## src/rtl/branch_sched_pkg.sv

```systemverilog
// Shared definitions for the ID-stage branch sequencer: branch classes,
// FSM state encoding, link register index and the branch offset helper.
// No logic of its own; imported by branch_cond and branch_sched.
package branch_sched_pkg;

    // Branch classes delivered by the decode unpacker
    localparam logic [2:0] B_INVA = 3'd0;
    localparam logic [2:0] B_EQNE = 3'd1;
    localparam logic [2:0] B_LTGE = 3'd2;
    localparam logic [2:0] B_JUMP = 3'd3;
    localparam logic [2:0] B_JREG = 3'd4;

    // Link destination for every linking branch except JALR
    localparam logic [4:0] LINK_REG = 5'd31;

    typedef enum logic [1:0] {
        IDLE     = 2'd0,
        WAIT_DS  = 2'd1,
        REDIRECT = 2'd2
    } bs_state_t;

    // PC-relative branch displacement: sign-extended word offset in bytes
    function automatic logic [31:0] br_offset(input logic [15:0] immed);
        return {{14{immed[15]}}, immed, 2'b00};
    endfunction

endpackage

```

## src/rtl/branch_cond.sv

```systemverilog
// Branch condition and target evaluation for the instruction in ID.
// Latency: purely combinational, result valid in the same cycle.
// Backpressure: none; need_ops tells the sequencer whether operands matter.
module branch_cond
    import branch_sched_pkg::*;
(
    input  logic [31:0] pc,
    input  logic [2:0]  br_type,
    input  logic [1:0]  opcode_lo,
    input  logic        rt_lsb,
    input  logic [15:0] immed,
    input  logic [25:0] index,
    input  logic [31:0] rs_value,
    input  logic [31:0] rt_value,
    output logic        taken,
    output logic [31:0] target,
    output logic        need_ops
);

    logic [31:0] pc4;

    assign pc4 = pc + 32'd4;

    // Resolve taken/target per branch class; only direct jumps ignore operands
    always_comb begin
        taken    = 1'b0;
        target   = pc4 + br_offset(immed);
        need_ops = 1'b1;
        case (br_type)
            B_EQNE: begin
                case (opcode_lo)
                    2'b00:   taken = (rs_value == rt_value);
                    2'b01:   taken = (rs_value != rt_value);
                    2'b10:   taken = ($signed(rs_value) <= 32'sd0);
                    default: taken = ($signed(rs_value) > 32'sd0);
                endcase
            end
            B_LTGE: begin
                // rt[0] selects the >=0 flavour (BGEZ/BGEZAL)
                taken = rt_lsb ? !rs_value[31] : rs_value[31];
            end
            B_JUMP: begin
                taken    = 1'b1;
                target   = {pc4[31:28], index, 2'b00};
                need_ops = 1'b0;
            end
            B_JREG: begin
                taken  = 1'b1;
                target = rs_value;
            end
            default: begin
                taken = 1'b0;
            end
        endcase
    end

endmodule

```

## src/rtl/branch_sched.sv

```systemverilog
// ID-stage branch/jump sequencer: resolves, waits out the delay slot, redirects fetch; optional stats under BRANCH_STAT_EN.
// Latency: link write 1 cycle after branch accept; redirect 1 cycle after delay-slot accept (>= 2 from branch).
// Backpressure: id_ready drops only while a branch in IDLE waits on operands_ready; nothing changes state meanwhile.
module branch_sched
    import branch_sched_pkg::*;
(
    input  logic        clk,
    input  logic        rst,
    input  logic        id_valid,
    output logic        id_ready,
    input  logic [31:0] id_pc,
    input  logic        id_is_branch,
    input  logic [2:0]  id_branch_type,
    input  logic        id_is_link,
    input  logic [5:0]  id_opcode,
    input  logic [4:0]  id_rt,
    input  logic [4:0]  id_rd,
    input  logic [15:0] id_immed,
    input  logic [25:0] id_index,
    input  logic [31:0] rs_value,
    input  logic [31:0] rt_value,
    input  logic        operands_ready,
    input  logic        flush,
    output logic        redirect_valid,
    output logic [31:0] redirect_pc,
    output logic        id_squash,
    output logic        link_we,
    output logic [4:0]  link_addr,
    output logic [31:0] link_data,
    output logic [31:0] stat_branch_cnt,
    output logic [31:0] stat_taken_cnt
);

    bs_state_t   state_q, state_d;
    logic        taken_q, taken_d;
    logic [31:0] redirect_pc_q, redirect_pc_d;
    logic        redirect_valid_q, redirect_valid_d;
    logic        link_we_q, link_we_d;
    logic [4:0]  link_addr_q, link_addr_d;
    logic [31:0] link_data_q, link_data_d;

    logic        cond_taken;
    logic [31:0] cond_target;
    logic        cond_need_ops;
    logic        is_br;
    logic        stall;
    logic        accept;
    logic        br_accept;

    // Only the low opcode bits and rt[0] select the condition flavour
    logic        unused_fields;
    assign unused_fields = ^{id_opcode[5:2], id_rt[4:1]};

    branch_cond u_cond (
        .pc        (id_pc),
        .br_type   (id_branch_type),
        .opcode_lo (id_opcode[1:0]),
        .rt_lsb    (id_rt[0]),
        .immed     (id_immed),
        .index     (id_index),
        .rs_value  (rs_value),
        .rt_value  (rt_value),
        .taken     (cond_taken),
        .target    (cond_target),
        .need_ops  (cond_need_ops)
    );

    // Branch flags only count in IDLE: the delay slot and a squashed
    // instruction are always handled as plain instructions.
    assign is_br     = id_is_branch && (state_q == IDLE);
    assign stall     = id_valid && is_br && cond_need_ops && !operands_ready;
    assign id_ready  = !rst && !stall;
    assign accept    = id_valid && id_ready;
    assign br_accept = accept && is_br;

    // Next-state and registered-output computation; flush wins over everything
    always_comb begin
        state_d          = state_q;
        taken_d          = taken_q;
        redirect_pc_d    = redirect_pc_q;
        redirect_valid_d = 1'b0;
        link_we_d        = 1'b0;
        link_addr_d      = 5'd0;
        link_data_d      = 32'd0;
        if (flush) begin
            state_d       = IDLE;
            taken_d       = 1'b0;
            redirect_pc_d = 32'd0;
        end else begin
            case (state_q)
                IDLE: begin
                    if (br_accept) begin
                        state_d       = WAIT_DS;
                        taken_d       = cond_taken;
                        redirect_pc_d = cond_target;
                        // Link is written whether or not the branch is taken
                        if (id_is_link) begin
                            link_we_d   = 1'b1;
                            link_addr_d = (id_branch_type == B_JREG) ? id_rd : LINK_REG;
                            link_data_d = id_pc + 32'd8;
                        end
                    end
                end
                WAIT_DS: begin
                    if (accept) begin
                        if (taken_q) begin
                            state_d          = REDIRECT;
                            redirect_valid_d = 1'b1;
                        end else begin
                            state_d = IDLE;
                        end
                    end
                end
                REDIRECT: begin
                    state_d = IDLE;
                end
                default: begin
                    state_d = IDLE;
                end
            endcase
        end
    end

    // State and output registers
    always_ff @(posedge clk) begin
        if (rst) begin
            state_q          <= IDLE;
            taken_q          <= 1'b0;
            redirect_pc_q    <= 32'd0;
            redirect_valid_q <= 1'b0;
            link_we_q        <= 1'b0;
            link_addr_q      <= 5'd0;
            link_data_q      <= 32'd0;
        end else begin
            state_q          <= state_d;
            taken_q          <= taken_d;
            redirect_pc_q    <= redirect_pc_d;
            redirect_valid_q <= redirect_valid_d;
            link_we_q        <= link_we_d;
            link_addr_q      <= link_addr_d;
            link_data_q      <= link_data_d;
        end
    end

    assign redirect_valid = redirect_valid_q;
    assign id_squash      = redirect_valid_q;
    assign redirect_pc    = redirect_pc_q;
    assign link_we        = link_we_q;
    assign link_addr      = link_addr_q;
    assign link_data      = link_data_q;

`ifdef BRANCH_STAT_EN
    logic [31:0] stat_branch_cnt_q, stat_branch_cnt_d;
    logic [31:0] stat_taken_cnt_q, stat_taken_cnt_d;

    // Count accepted (non-flushed) branches and issued redirects; wrap freely
    always_comb begin
        stat_branch_cnt_d = stat_branch_cnt_q;
        stat_taken_cnt_d  = stat_taken_cnt_q;
        if (br_accept && !flush) begin
            stat_branch_cnt_d = stat_branch_cnt_q + 32'd1;
        end
        if (redirect_valid_q) begin
            stat_taken_cnt_d = stat_taken_cnt_q + 32'd1;
        end
    end

    // Statistics survive flush; only reset clears them
    always_ff @(posedge clk) begin
        if (rst) begin
            stat_branch_cnt_q <= 32'd0;
            stat_taken_cnt_q  <= 32'd0;
        end else begin
            stat_branch_cnt_q <= stat_branch_cnt_d;
            stat_taken_cnt_q  <= stat_taken_cnt_d;
        end
    end

    assign stat_branch_cnt = stat_branch_cnt_q;
    assign stat_taken_cnt  = stat_taken_cnt_q;
`else
    assign stat_branch_cnt = 32'd0;
    assign stat_taken_cnt  = 32'd0;
`endif

endmodule

```

## config.mk

```make
export PLATFORM = sky130hd
export DESIGN_NAME = branch_sched
export DESIGN_NICKNAME = d
export VERILOG_FILES = /design/src/rtl/branch_sched_pkg.sv /design/src/rtl/branch_cond.sv /design/src/rtl/branch_sched.sv
export SDC_FILE = /design/constraint.sdc
export NUM_CORES = 1
export LEC_CHECK = 0
export CELL_PAD_IN_SITES_DETAIL_PLACEMENT = 1
export CELL_PAD_IN_SITES_GLOBAL_PLACEMENT = 2
export CORE_ASPECT_RATIO = 1.2
export CORE_MARGIN = 1
export CORE_UTILIZATION = 24
export CTS_CLUSTER_SIZE = 30
export DETAILED_ROUTE_END_ITERATION = 10
export HOLD_SLACK_MARGIN = 0.06
export PLACE_DENSITY = 0.95
export REMOVE_ABC_BUFFERS = 1
export SYNTH_ARGS = -nofsm -noshare
export SYNTH_HDL_FRONTEND = slang
export SYNTH_SLANG_ARGS = --single-unit
export TNS_END_PERCENT = 20
```

## constraint.sdc

```tcl
create_clock -name clk -period 6.4 [get_ports clk]
set_input_delay 0.64 -clock clk [delete_from_list [all_inputs] [get_ports clk]]
set_output_delay 0.64 -clock clk [all_outputs]
set_load 0.02 [all_outputs]
```

# --- Word-level counts from Yosys, hierarchy flattened ---
# Cells that the tools add are included.
classes:
  n_reduce_logical: 20
  add_sub_neg: 3
  eq_ne: 11
  mux: 12
  bitwise: 5
  magnitude_cmp: 2
ops:
  columns: ["op", "n"]
  rows:
  - ["one-hot mux 32 bit (2 select lines)", 1]
  - ["adder 32 x 3 -> 32 bit (second input constant)", 1]
  - ["adder 32 bit", 1]
  - ["adder 32 x 4 -> 32 bit (second input constant)", 1]
  - ["equality test 32 bit", 1]
  - ["> comparator 32 x 1 -> 1 bit (second input constant)", 1]
  - ["less-or-equal comparator 32 x 1 -> 1 bit (second input constant)", 1]
  - ["inequality test 32 bit", 1]
  - ["OR reduction 4 bit", 2]
  - ["logical AND 1 bit", 7]
  - ["equality test 3 x 2 -> 1 bit (second input constant)", 2]
  - ["2-to-1 mux 2 bit", 3]
  - ["one-hot mux 1 bit (3 select lines)", 2]
  - ["2-to-1 mux 5 bit", 1]
  - ["NOT 1 bit", 5]
  - ["OR reduction 5 bit", 1]
  - ["equality test 2 x 1 -> 1 bit (second input constant)", 2]
  - ["zero test 1 bit", 4]
  - ["zero test 2 bit", 2]
  - ["2-to-1 mux 1 bit", 4]
  - ["inequality test 2 bit (second input constant)", 2]
  - ["one-hot mux 2 bit (2 select lines)", 1]
  - ["AND reduction 2 bit", 2]
  - ["OR reduction 2 bit", 2]
  - ["3 further kinds", 3]
totals:
  in_bits: 164
  out_inout_bits: 137
  reg_bits: 74

# --- Logic depth before layout (Yosys ltp) ---
# Gate-level depths: netlist of the first run.
logic_depth:
  depth_word: 11
  ltp_mapped: 20
  ltp_nobuf: 18

# --- Hierarchy ---
# From an unflattened synthesis of the first run, not the netlist that was laid out.
unflattened:
  cells_unflattened: 858
  hier_area_um2: 6387.4
by_module_without_submodules:
  columns: ["mod", "seq_area_each_um2", "area_per_inst_um2", "cells_each", "instances"]
  rows:
  - ["branch_sched", 1481.4, 3334.4, 406, 1]
  - ["branch_cond", 0.0, 3052.9, 452, 1]

# --- Least setup slack after synthesis of the first run ---
# No wires, ideal clock.
synth_path:
  path_kind: "in2reg"
  startpoint: "input id_pc[3]"
  endpoint: "register redirect_pc_q[31], in the netlist redirect_pc[31]"
  setup_ns: 0.070
  n_path_buf: 2
  cell_stages: 20
  slack_ns: 2.744
  arrival_ns: 3.586
  path_cell_list: "ha_1 and3_2 and3_1 buf_4 and2_1 buf_4 nand2_1 nor3_2 nand3_1 xnor2_1 ha_1 inv_1 o21ai_0 a21oi_1 nand3b_1 o21a_1 a211oi_1 xnor2_1 nand2_1 a21oi_1"
synth_between:
  elab_chain_cells: 3
synth_rtl:
  columns: ["item", "line", "rtl"]
  rows:
  - ["from (decl)", "branch_sched.sv:11", "input logic [31:0] id_pc,"]
  - ["adder 32 x 3 -> 32 bit *", "branch_cond.sv:22", "assign pc4 = pc + 32'd4;"]
  - ["adder 32 bit", "branch_cond.sv:27", "target = pc4 + br_offset(immed);"]
  - ["one-hot mux 32 bit (2 select lines) *", "branch_cond.sv:29", "case (br_type)"]
  - ["to (signal assigned)", "branch_sched.sv:137", "redirect_pc_q <= redirect_pc_d;"]
  - ["to (decl)", "branch_sched.sv:36", "logic [31:0] redirect_pc_q, redirect_pc_d;"]
# Mark *: on every way between the ends. The rest lies on a longest branch, timed or not.
# A chain may end at the register's enable or synchronous reset.

# --- Worst setup path after layout of the first run ---
layout_path:
  startpoint: "input id_pc[4]"
  endpoint: "register redirect_pc_q[31], in the netlist redirect_pc[31]"
# The elaborated chain is that of the path after synthesis.

==> metrics.csv, run 1 <==
metric,value,unit
globalplace.congestion,0.922,
fin_skew,7.02,ps
use_met3,4.30,%
slew_violations,0,
worst_ep_required_time,6680,ps
cp.arrival,4910,ps
hpwl,20300,µm
netlist_area,6120,µm²
worstSetupPathType,input pin to flip-flop,
cts_tree,done,
numCtsBuffers,9,
setup_viol,0,
wl_per_cell,19.2,µm
final_cell_mix,"228 x clkdlybuf4s50_1, 74 x dfxtp_1, 64 x conb_1",
fin_nets,1177,
die_area,26200,µm²
clock-sinks,74,
layout_commonest_cell,clkdlybuf4s50_1,
synth-seq-cells,74,
synthToLayoutAreaGrowth,42.6,%
overflow,0,
worst-path-max-fanout,9,
core_area,24900,µm²
period_needed,4630,ps
cp-start-kind,input pin,
drive_above_1_share,4.97,%
diodes,0,
first_iter_violations,198,
ir_worst_vdd,0.0000872,V
cts.path.max_buffers,2,
fp.dieH,177,µm
synth_simple_gate_area_share,20.0,%
grt_pass1_vias,6582,
htreeDepth,3,
rsz0062_at_grt,false,
synth_top_flop_cell,dfxtp_1,
vias,6346,
antenna_found_initial,0,
tns,0,ps
hold_class,flip-flop to flip-flop,
routed_via_density,4.84,
initial_core_util,24.6,%
grt-busiest-layer,met2,
stdcell_area,8730,µm²
synth_cell_types,61,
cts_setup_buffers,0,
rows,63,
leakagePower,3.36,nW
fmax,216,MHz
fillers,2999,
yosysSeqAreaShare,24.2,%
grt_max_degree,43,
synth_fa_ha_area_share,6.66,%
drc,0,
dpl-instance-area,8460,µm²
met2_usage,34.0,%
hold_viol_final,0,
synth_top_family_by_area,compound AO/OA/AOI/OAI gates,
maxSlewHeadroom,32.9,%
die_x,148,µm
wl,25100,µm
synth_edf_count,0,
muxShareOfSynthArea,0,%
fin_crit_sh,72.3,%
first_pass_iters,4,
portBuffers,228,
ant_nets,0,
p_per_area,164,nW/µm²
drv_cap,0,
ys_warn_count,0,
grtUsageTotal,19.1,%
yosys.area_share.xor_xnor,16.3,%
grtUsageMet1,21.6,%
cts-hold-fix-buffers,0,
netlist_instances,777,
clkTransAtPathRegs,60,ps
synth_compound_gate_area_share,21.0,%
syn_area_per_cell,7.88,µm²
postSynth.asyncResetShare,0,%
worstMarginPinSlew,1010,ps
grt_pass1_wl,37600,µm
worst_setup_path_end_kind,flip-flop,
insertion_delay,350,ps
status,"finished, final reports clean",
cts_resized,0,
io_pins,301,
root_buffer,clkbuf_16,
==> power breakdown <==
part / total [W] / switching (W) / internal (W)
clock network: 0.000480 / 0.000209 / 0.000271
registers: 0.000468 / 0.00000243 / 0.000466
logic: 0.000486 / 0.000274 / 0.000212
total: 0.00143 / 0.000485 / 0.000949
==> layer usage <==
metal	vias up	wire length (µm)	part of all wire [%]
li1	3050	-	-
met1	3014	10300	41
met2	247	12300	49
met3	35	1780	7.1
met4	0	741	2.9
met5	-	0	0
==> Yosys cell counts, drive strengths merged, types with 2 or more instances <==
cell type	n	area share, %
a21oi	64	5.3
xor2	60	8.6
and3	7	0.74
nor2	64	4.0
o21ai	49	4.0
clkbuf	29	1.8
or3	6	0.61
nand2b	2	0.20
o21bai	7	0.92
o21a	4	0.49
o22ai	2	0.31
nor2b	3	0.31
and4	7	1.0
inv	15	0.92
a22oi	4	0.49
a31oi	9	0.92
ha	31	6.3
a211oi	7	1.1
a21o	10	1.2
o211ai	3	0.37
dfxtp	74	24
nand3	19	1.6
nand4	24	2.7
and2	12	1.2
xnor2	52	7.7
buf	77	9.1
nand2	62	3.9
nor4	17	2.0
nor3	13	1.1
nand3b	2	0.25
or2	2	0.20
a221oi	27	4.1
==> worst paths after layout <==
kind	to	cells past startpoint	slack, ps	from
worst min register to register	state_q[1]	1	490	state_q[1]
worst max register to register	link_data[26]	7	3790	state_q[0]
worst min-delay path	state_q[1]	1	490	state_q[1]
worst max-delay path	redirect_pc[31]	19	1770	id_pc[4]
==> cells by family after synthesis <==
group | count (synthesis)
adder cells (fa/ha/maj) | 32
flip-flops | 74
AO/OA/AOI/OAI | 196
XOR/XNOR | 112
AND/OR/NAND/NOR | 241
buffers and inverters | 121
other | 1
==> per-stage QoR <==
| stage | utilization (%) | hold WS, ps | std cells | worst slack (ps) | power, W |
|---|---|---|---|---|---|
| floorplan | - | 445 | 734 | 1190 | 0.000740 |
| global placement | 34.0 | 458 | 1295 | 1530 | 0.000955 |
| detailed placement | 34.0 | 482 | 1295 | 1460 | 0.000963 |
| CTS | 35.1 | 493 | 1311 | 1790 | 0.00146 |
| global route | 35.1 | 511 | 1311 | 1520 | 0.00151 |
| finish | 35.1 | 491 | 1311 | 1770 | 0.00143 |
==> critical path, stage by stage <==
cell and delay [ps]:
clkdlybuf4s50_1 620, ha_1 260, and3_2 270, and3_1 280, and2_1 400, nand2_1 190
nor3_2 290, nand3_1 130, xnor2_1 150, ha_1 340, inv_1 70, o21ai_0 80
a21oi_1 240, nand3b_1 100, o21a_1 200, a211oi_1 260, xnor2_1 150, nand2_1 70
a21oi_1 150
==> sequential cells by signal, indices dropped and copies added (netlist names) <==
| signal | flops |
|---|---|
| link_we | 1 |
| link_data | 32 |
| taken_q | 1 |
| state_q | 2 |
| link_addr | 5 |
| id_squash | 1 |
| redirect_pc | 32 |
==> layout make-up <==
cell class / instances / area, µm² / share of cell area [%]
Clock buffer: 11 / 243 / 2.78
Inverter: 15 / 56.3 / 0.645
Clock inverter: 5 / 30.0 / 0.344
Sequential cell: 74 / 1480 / 17.0
Multi-Input combinational cell: 645 / 4170 / 47.8
Timing Repair Buffer: 236 / 2340 / 26.8
Tap cell: 325 / 407 / 4.66
Power figures use the tool's default switching activity.
==> inputs of run 2 (changes only) <==
CORE_UTILIZATION = 20   (was 24)
PLACE_DENSITY = 0.89   (was 0.95)
clock period = 3.9 ns   (was 6.4 ns; I/O delays follow)
==> metrics.csv, run 2 (synthesis results as in run 1) <==
metric,value,unit
status,"finished, final reports clean",
cp.arrival,3900,ps
antenna_found_initial,3,
overflow,0,
rsz0062_at_grt,false,
insertion_delay,350,ps
finalPower,0.00258,W
crit_buf_inv,2,
crit_start,id_pc[3],
final_cell_mix,"228 x clkdlybuf4s50_1, 76 x buf_4, 74 x dfxtp_1",
cts.path.max_buffers,2,
first_iter_violations,232,
dp_cells,1428,
worst-path-max-fanout,4,
die_area,31300,µm²
cts_tree,done,
initial_core_util,20.5,%
drive_above_1_share,11.3,%
leakagePower,3.72,nW
htreeDepth,3,
rrSetupSlack,1620,ps
routed_via_density,4.53,
hold_start,state_q[1],
fp.dieH,194,µm
grt_max_degree,35,
fin_skew,8.64,ps
wl_per_cell,18.8,µm
io_pins,301,
root_buffer,clkbuf_16,
hpwl,22700,µm
maxSlewHeadroom,38.5,%
synthToLayoutAreaGrowth,53.5,%
cts_setup_buffers,0,
cp-start-kind,input pin,
grt_pass1_wl,40400,µm
crit_family,compound AO/OA/AOI/OAI gates,
fin_crit_sh,92.7,%
portBuffers,228,
r2r_cells,6,
fmax,277,MHz
first_pass_iters,4,
wl,27200,µm
rows,69,
r2r_end,redirect_pc[25],
globalplace.congestion,0.855,
worst_ep_required_time,4190,ps
core_area,29900,µm²
period_needed,3610,ps
met2_usage,31.8,%
clock-sinks,74,
ir_worst_vdd,0.000230,V
crit_chain,clkdlybuf4s50_1 > ha_1 > and3_2 > and3_1 > and2_1 > buf_4 > nand4_1 > xnor2_1 > ha_1 > a21oi_1 > o21ai_0 > a21oi_1 > o22ai_2 > o21a_1 > a211oi_1 > xnor2_1 > nand2_1 > a21oi_1,
hold_class,flip-flop to flip-flop,
timing.hold.ws,485,ps
die_x,162,µm
grt_pass1_vias,6917,
numCtsBuffers,9,
rr_startpoint,state_q[0],
grtUsageTotal,17.2,%
fin_cells,1446,
tns,0,ps
slew_violations,0,
setup_viol,0,
fin_nets,1245,
worstMarginPinSlew,923,ps
vias,6545,
clkTransAtPathRegs,70,ps
cp_slowest_cell,clkdlybuf4s50_1,
critical-path-max-stage-delay,480,ps
p_per_area,275,nW/µm²
drc,0,
grt-busiest-layer,met2,
layout_commonest_cell,clkdlybuf4s50_1,
hold_depth,1,
worstSetupPathType,input pin to flip-flop,
worst_setup_path_end_kind,flip-flop,
use_met3,5.13,%
hold_viol_final,0,
hold_end,state_q[1],
drv_cap,0,
ant_nets,0,
crit_top_cell,a21oi_1,
grtUsageMet1,17.7,%
==> run 2: how the worst max path moves through the flow <==
stage               cells past startpoint  slack [ps]         endpoint
floorplan                               7       -1060     link_data[0]
global placement                       19         -20  redirect_pc[31]
detailed placement                     19        -130  redirect_pc[31]
CTS                                    19         240  redirect_pc[31]
global route                           19          30  redirect_pc[31]
finish                                 18         290  redirect_pc[31]
==> run 2: what timing repair did <==
action,CTS,global route
hold buffers,0,0
gates resized for setup,0,2
endpoints found under the hold margin,0,0
endpoints found under the setup margin,0,4
==> run 2: routing by layer <==
metal,part of all wire (%),vias to the layer above
met1,39,3058
met2,50,258
met3,7.9,38
met4,2.9,2
met5,0.062,-
li1,-,3189
==> run 2: cell type report <==
class                   instances  area, µm²
well taps                     390        488
clock inverters                 4       72.6
flip-flops and latches         74       1480
clock buffers                  12        267
fillers                      3574      20500
multi-input cells             645       4180
repair buffers                304       2850
diodes                          2       5.00
inverters                      15       56.3
==> run 2: where the power goes <==
group	switching [W]	internal [W]	total [W]	leakage [nW]
sequential	0.00000397	0.000765	0.000769	0.597
clock	0.000341	0.000612	0.000952	0.165
combinational	0.000464	0.000396	0.000860	2.96
total	0.000809	0.00177	0.00258	3.72
==> run 2: per-stage QoR <==
step                cell area, µm²  worst slack (ps)  utilization (%)
global route                  9390              26.1             31.4
floorplan                     5690             -1060                -
finish                        9400               285             31.5
global placement              9050             -19.7             30.3
detailed placement            9050              -130             30.3
CTS                           9390               236             31.4
